## src/rtl/speed_ctrl.sv

```systemverilog
// speed_ctrl: picks high-speed vs host clock per CPU bus cycle.
// Optional holdoff counter built when SPEEDCTRL_HOLDOFF_EN is defined.
module speed_ctrl #(
  parameter int          HOLDOFF_CYCLES = 8,
  parameter logic [23:0] CFG_ADR        = 24'hFF0000
) (
  input  logic        cpuclk_in,
  input  logic        rst,
  input  logic [23:0] cpu_adr,
  input  logic        cpu_vda,
  input  logic        cpu_vpa,
  input  logic        cpu_rnw,
  input  logic [7:0]  cpu_data,
  input  logic        hsclk_selected,
  output logic        hsclk_sel,
  output logic [1:0]  cpuclk_div_sel,
  output logic        cpu_rdy,
  output logic [7:0]  cfg_q
);

  localparam logic [1:0] SLOW    = 2'b00;
  localparam logic [1:0] GO_FAST = 2'b01;
  localparam logic [1:0] FAST    = 2'b10;
  localparam logic [1:0] GO_SLOW = 2'b11;

  if (HOLDOFF_CYCLES < 0 || HOLDOFF_CYCLES > 15) begin : g_ho_range
    $error("HOLDOFF_CYCLES must be 0..15");
  end

  logic [1:0] state;
  logic       cyc_vld;
  logic       local_ram;
  logic       host_cyc;
  logic       fast_cyc;
  logic       cfg_wr;
  logic       ho_zero;
  logic       go_fast;
  logic       go_slow;

  assign cyc_vld   = cpu_vda | cpu_vpa;
  // Low-RAM window in bank 0 stays on the fast clock when enabled.
  assign local_ram = cfg_q[2] & ~cpu_adr[15];
  assign host_cyc  = cyc_vld & (cpu_adr[23:16] == 8'h00) & ~local_ram;
  assign fast_cyc  = cyc_vld & ~host_cyc;
  assign cfg_wr    = cyc_vld & ~cpu_rnw & (cpu_adr == CFG_ADR);

  assign go_fast = (state == SLOW) & fast_cyc & cfg_q[3] & ho_zero;
  assign go_slow = (state == FAST) & (host_cyc | ~cfg_q[3]);

  assign cpu_rdy = ~((state == GO_FAST) | (state == GO_SLOW) |
                     go_fast | go_slow);

`ifdef SPEEDCTRL_HOLDOFF_EN
  localparam logic [3:0] HO_LOAD = 4'(HOLDOFF_CYCLES);

  logic [3:0] holdoff;

  always_ff @(posedge cpuclk_in) begin
    if (rst) begin
      holdoff <= '0;
    end else if (state == GO_SLOW && !hsclk_selected) begin
      holdoff <= HO_LOAD;
    end else if (state == SLOW) begin
      if (host_cyc)
        holdoff <= HO_LOAD;
      else if (holdoff != 4'd0)
        holdoff <= holdoff - 4'd1;
    end
  end

  assign ho_zero = (holdoff == 4'd0);
`else
  assign ho_zero = 1'b1;
`endif

  always_ff @(posedge cpuclk_in) begin
    if (rst)
      cfg_q <= 8'h03;
    else if (cfg_wr)
      cfg_q <= cpu_data;
  end

  // Divider only follows cfg while the low-speed clock runs.
  always_ff @(posedge cpuclk_in) begin
    if (rst) begin
      state          <= SLOW;
      hsclk_sel      <= 1'b0;
      cpuclk_div_sel <= 2'b11;
    end else begin
      unique case (state)
        SLOW: begin
          cpuclk_div_sel <= cfg_q[1:0];
          if (go_fast) begin
            hsclk_sel <= 1'b1;
            state     <= GO_FAST;
          end
        end
        GO_FAST: begin
          if (hsclk_selected)
            state <= FAST;
        end
        FAST: begin
          if (go_slow) begin
            hsclk_sel <= 1'b0;
            state     <= GO_SLOW;
          end
        end
        GO_SLOW: begin
          if (!hsclk_selected)
            state <= SLOW;
        end
        default: state <= SLOW;
      endcase
    end
  end

endmodule

```

## config.mk

```make
export PLATFORM = sky130hd
export DESIGN_NAME = speed_ctrl
export DESIGN_NICKNAME = d
export VERILOG_FILES = /design/src/rtl/speed_ctrl.sv
export SDC_FILE = /design/constraint.sdc
export NUM_CORES = 1
export LEC_CHECK = 0
export ABC_AREA = 0
export BUFFER_PORTS_ARGS = -buffer_cell sky130_fd_sc_hd__buf_4
export CAP_MARGIN = 10
export CORE_MARGIN = 2
export CORE_UTILIZATION = 39
export DETAILED_ROUTE_END_ITERATION = 6
export GPL_TIMING_DRIVEN = 0
export HOLD_SLACK_MARGIN = 0.12
export PLACE_DENSITY = 0.81
export SLEW_MARGIN = 10
export SYNTH_ARGS = -nofsm -noshare
export SYNTH_HDL_FRONTEND = slang
export SYNTH_SLANG_ARGS = --single-unit
```

## constraint.sdc

```tcl
create_clock -name cpuclk_in -period 2.8 [get_ports cpuclk_in]
set_clock_uncertainty 0.1 [all_clocks]
set_input_delay 0.7 -clock cpuclk_in [delete_from_list [all_inputs] [get_ports cpuclk_in]]
set_output_delay 0.7 -clock cpuclk_in [all_outputs]
set_load 0.05 [all_outputs]
```

==> reports/metrics.yaml <==
status: "completed"
coreArea_um2: 1710
dp_slack_ns: -0.112
post_drt_wl_per_cell_um: 12.8
min_path_type: "reg2reg"
grt_overflow: 0
portBuffers: 49
post-route-util_pct: 67.6
synth.distinct_cells: 28
max_slew_margin_pct: 50.1
dieWidth_um: 46.3
reg2reg_depth: 5
syn_avg_cell_area_um2: 9.55
hold_viol: 0
maxSlewViolCount: 0
grt_max_degree: 11
rows: 15
fillerInstances: 154
cts.clk_slew.worst_paths_ns: 0.07
path_class: "in2out"
grt_pass1_vias: 779
drive_above_1_share_pct: 47.6
tightest_slew_ns: 0.743
place_hpwl_um: 1610
drtIter0Drc: 18
via_per_inst: 5.16
powerDensity_nw_per_um2: 454
gp_congestion: 0.699
multiInputGateArea_um2: 454
path_max_fanout: 5
yosysWarnings: 0
postLayoutCellArea_um2: 1150
seq_area_um2: 260
yosysTopAreaCell: "dfxtp_1"
cap_violations: 0
n_antenna_cell: 0
routed_wirelength_um: 1930
final_antenna_net_count: 0
placed_cell_area_um2: 1120
fin_ws_ns: 0.0643
period_needed_ns: 2.74
syn_inst: 73
cts_tree: "built"
firstDrtPassIters: 4
clock_latency_ns: 0.26
p_leak_nw: 0.495
ctsHoldBuffers: 0
io_pins: 50
crit_arrival_ns: 1.94
fin_nets: 169
start_kind: "input pin"
setup_viol_count_final: 0
grt_pass1_wl_um: 2940
die_area_um2: 2140
cts_buffers: 3
ys_seq_elements: 13
areaGrowthSynthToFinish_pct: 65.7
synth_area_leaders: "dfxtp_1, mux2i_1, ha_1"
worstPathRequired_ns: 2.00
track_usage_pct: 18.9
endpoint_kind: "output port"
drcViolationCount: 0
htreeDepth: 1
yosysTopAreaCellShare_pct: 37.3
fin_crit_sh_pct: 97.7
initial_core_util_pct: 40.8
vias: 779
cts.sinks: 13
antenna_found_initial: 0
power_w: 0.000524
clockBufferDepth: 2
fmax_mhz: 366
syn_area_um2: 697
ys_seq_area_share_pct: 37.3
die-height_um: 46.3
syn_nets: 115
ir_drop_mv: 0.495
ctsRootBufferMaster: "clkbuf_4"
hold_depth: 1
==> cell usage after synthesis <==
| cell type | number |
|---|---|
| a221oi_1 | 1 |
| a31o_2 | 1 |
| nor4_4 | 1 |
| ha_1 | 4 |
| clkbuf_1 | 1 |
| nor2_1 | 8 |
| o31ai_1 | 1 |
| a2111oi_0 | 1 |
| nand3_1 | 2 |
| and3_1 | 1 |
| a211o_1 | 4 |
| nand2_1 | 3 |
| o21ai_0 | 1 |
| mux2i_1 | 7 |
| nand4_1 | 1 |
| nor4_1 | 4 |
| inv_1 | 2 |
| a21boi_0 | 1 |
| dfxtp_1 | 13 |
| a21oi_1 | 1 |
| nand2b_1 | 2 |
| or2_2 | 1 |
| nand4b_1 | 3 |
| o22ai_1 | 1 |
| nor3_1 | 2 |
| nor2b_1 | 4 |
| a21o_1 | 1 |
| nor4b_2 | 1 |
==> layout make-up <==
type	count	share of cell area (%)
Inverter	2	0.650
Sequential cell	13	22.5
Buffer	1	0.325
Clock buffer	4	2.28
Timing Repair Buffer	49	32.2
Multi-Input combinational cell	57	39.3
Tap cell	25	2.71
==> routing by layer <==
| layer | routed length (um) | global-route usage [%] |
|---|---|---|
| met4 | 0 | 5.14 |
| met5 | 0 | 0 |
| met2 | 991 | 40.3 |
| met1 | 664 | 15.4 |
| met3 | 271 | 6.67 |
==> path summary, 6_finish.rpt <==
| kind | endpoint | slack [ns] | startpoint |
|---|---|---|---|
| hold / removal | cpuclk_div_sel[0]$_SDFFE_PP1P_ | 0.39 | cfg_q[0]$_SDFFE_PP1P_ |
| setup / recovery | cpu_rdy | 0.06 | cpu_adr[17] |
| hold reg to reg | cpuclk_div_sel[0]$_SDFFE_PP1P_ | 0.39 | cfg_q[0]$_SDFFE_PP1P_ |
| setup reg to reg | state[0]$_SDFFE_PP0P_ | 1.08 | state[0]$_SDFFE_PP0P_ |
==> metrics by stage <==
stage / hold slack [ns] / TNS [ns] / std cells
floorplan: 0.422 / 0 / 73
global placement: 0.370 / -0.106 / 147
detailed placement: 0.383 / -0.112 / 147
CTS: 0.403 / 0 / 151
global route: 0.434 / -0.0148 / 151
finish: 0.394 / 0 / 151
==> power by group <==
part | switching (W) | leakage [nW] | internal (W)
logic | 0.000115 | 0.375 | 0.0000964
registers | 0.00000866 | 0.105 | 0.000198
clock network | 0.0000522 | 0.0150 | 0.0000550
total | 0.000175 | 0.495 | 0.000349
==> flip-flops by register name, summed over array words and instances, names as in the netlist <==
| signal | cells |
|---|---|
| cfg_q | 8 |
| hsclk_sel | 1 |
| cpuclk_div_sel | 2 |
| state | 2 |
==> cells in the final DEF (no fill, tap or decap), types with 2 or more instances in the layout <==
cell type  count
buf_4         48
inv_1          2
nand3_1        2
nor4_1         3
clkbuf_1       2
ha_1           4
nor2b_1        4
dfxtp_1       13
nor3_1         2
a211o_1        4
clkbuf_4       3
nand2b_1       2
nand4b_1       3
nand2_1        3
nor2_1         7
mux2i_1        7
==> what timing repair did <==
item,CTS,global route
resized for setup,2,2
pin swaps,0,2
buffers inserted,0,0
setup endpoints to repair,1,1
==> logic make-up (layout without fill, tap and decap cells) <==
| group | after synthesis | after routing | synth area share (%) |
|---|---|---|---|
| AO/OA/AOI/OAI | 13 | 13 | 14.4 |
| adder cells (fa/ha/maj) | 4 | 4 | 7.18 |
| buffers and inverters | 3 | 56 | 1.62 |
| flip-flops | 13 | 13 | 37.3 |
| multiplexers | 7 | 7 | 10.1 |
| AND/OR/NAND/NOR | 33 | 33 | 29.4 |
==> worst max-delay path, cell delays in order <==
cell and delay [ns]:
buf_4 0.12, nor4_2 0.26, and3_2 0.27, nand2_1 0.06, a21boi_1 0.29, a2111oi_4 0.06, buf_6 0.17
No activity file was read; power rests on OpenSTA's default activity.
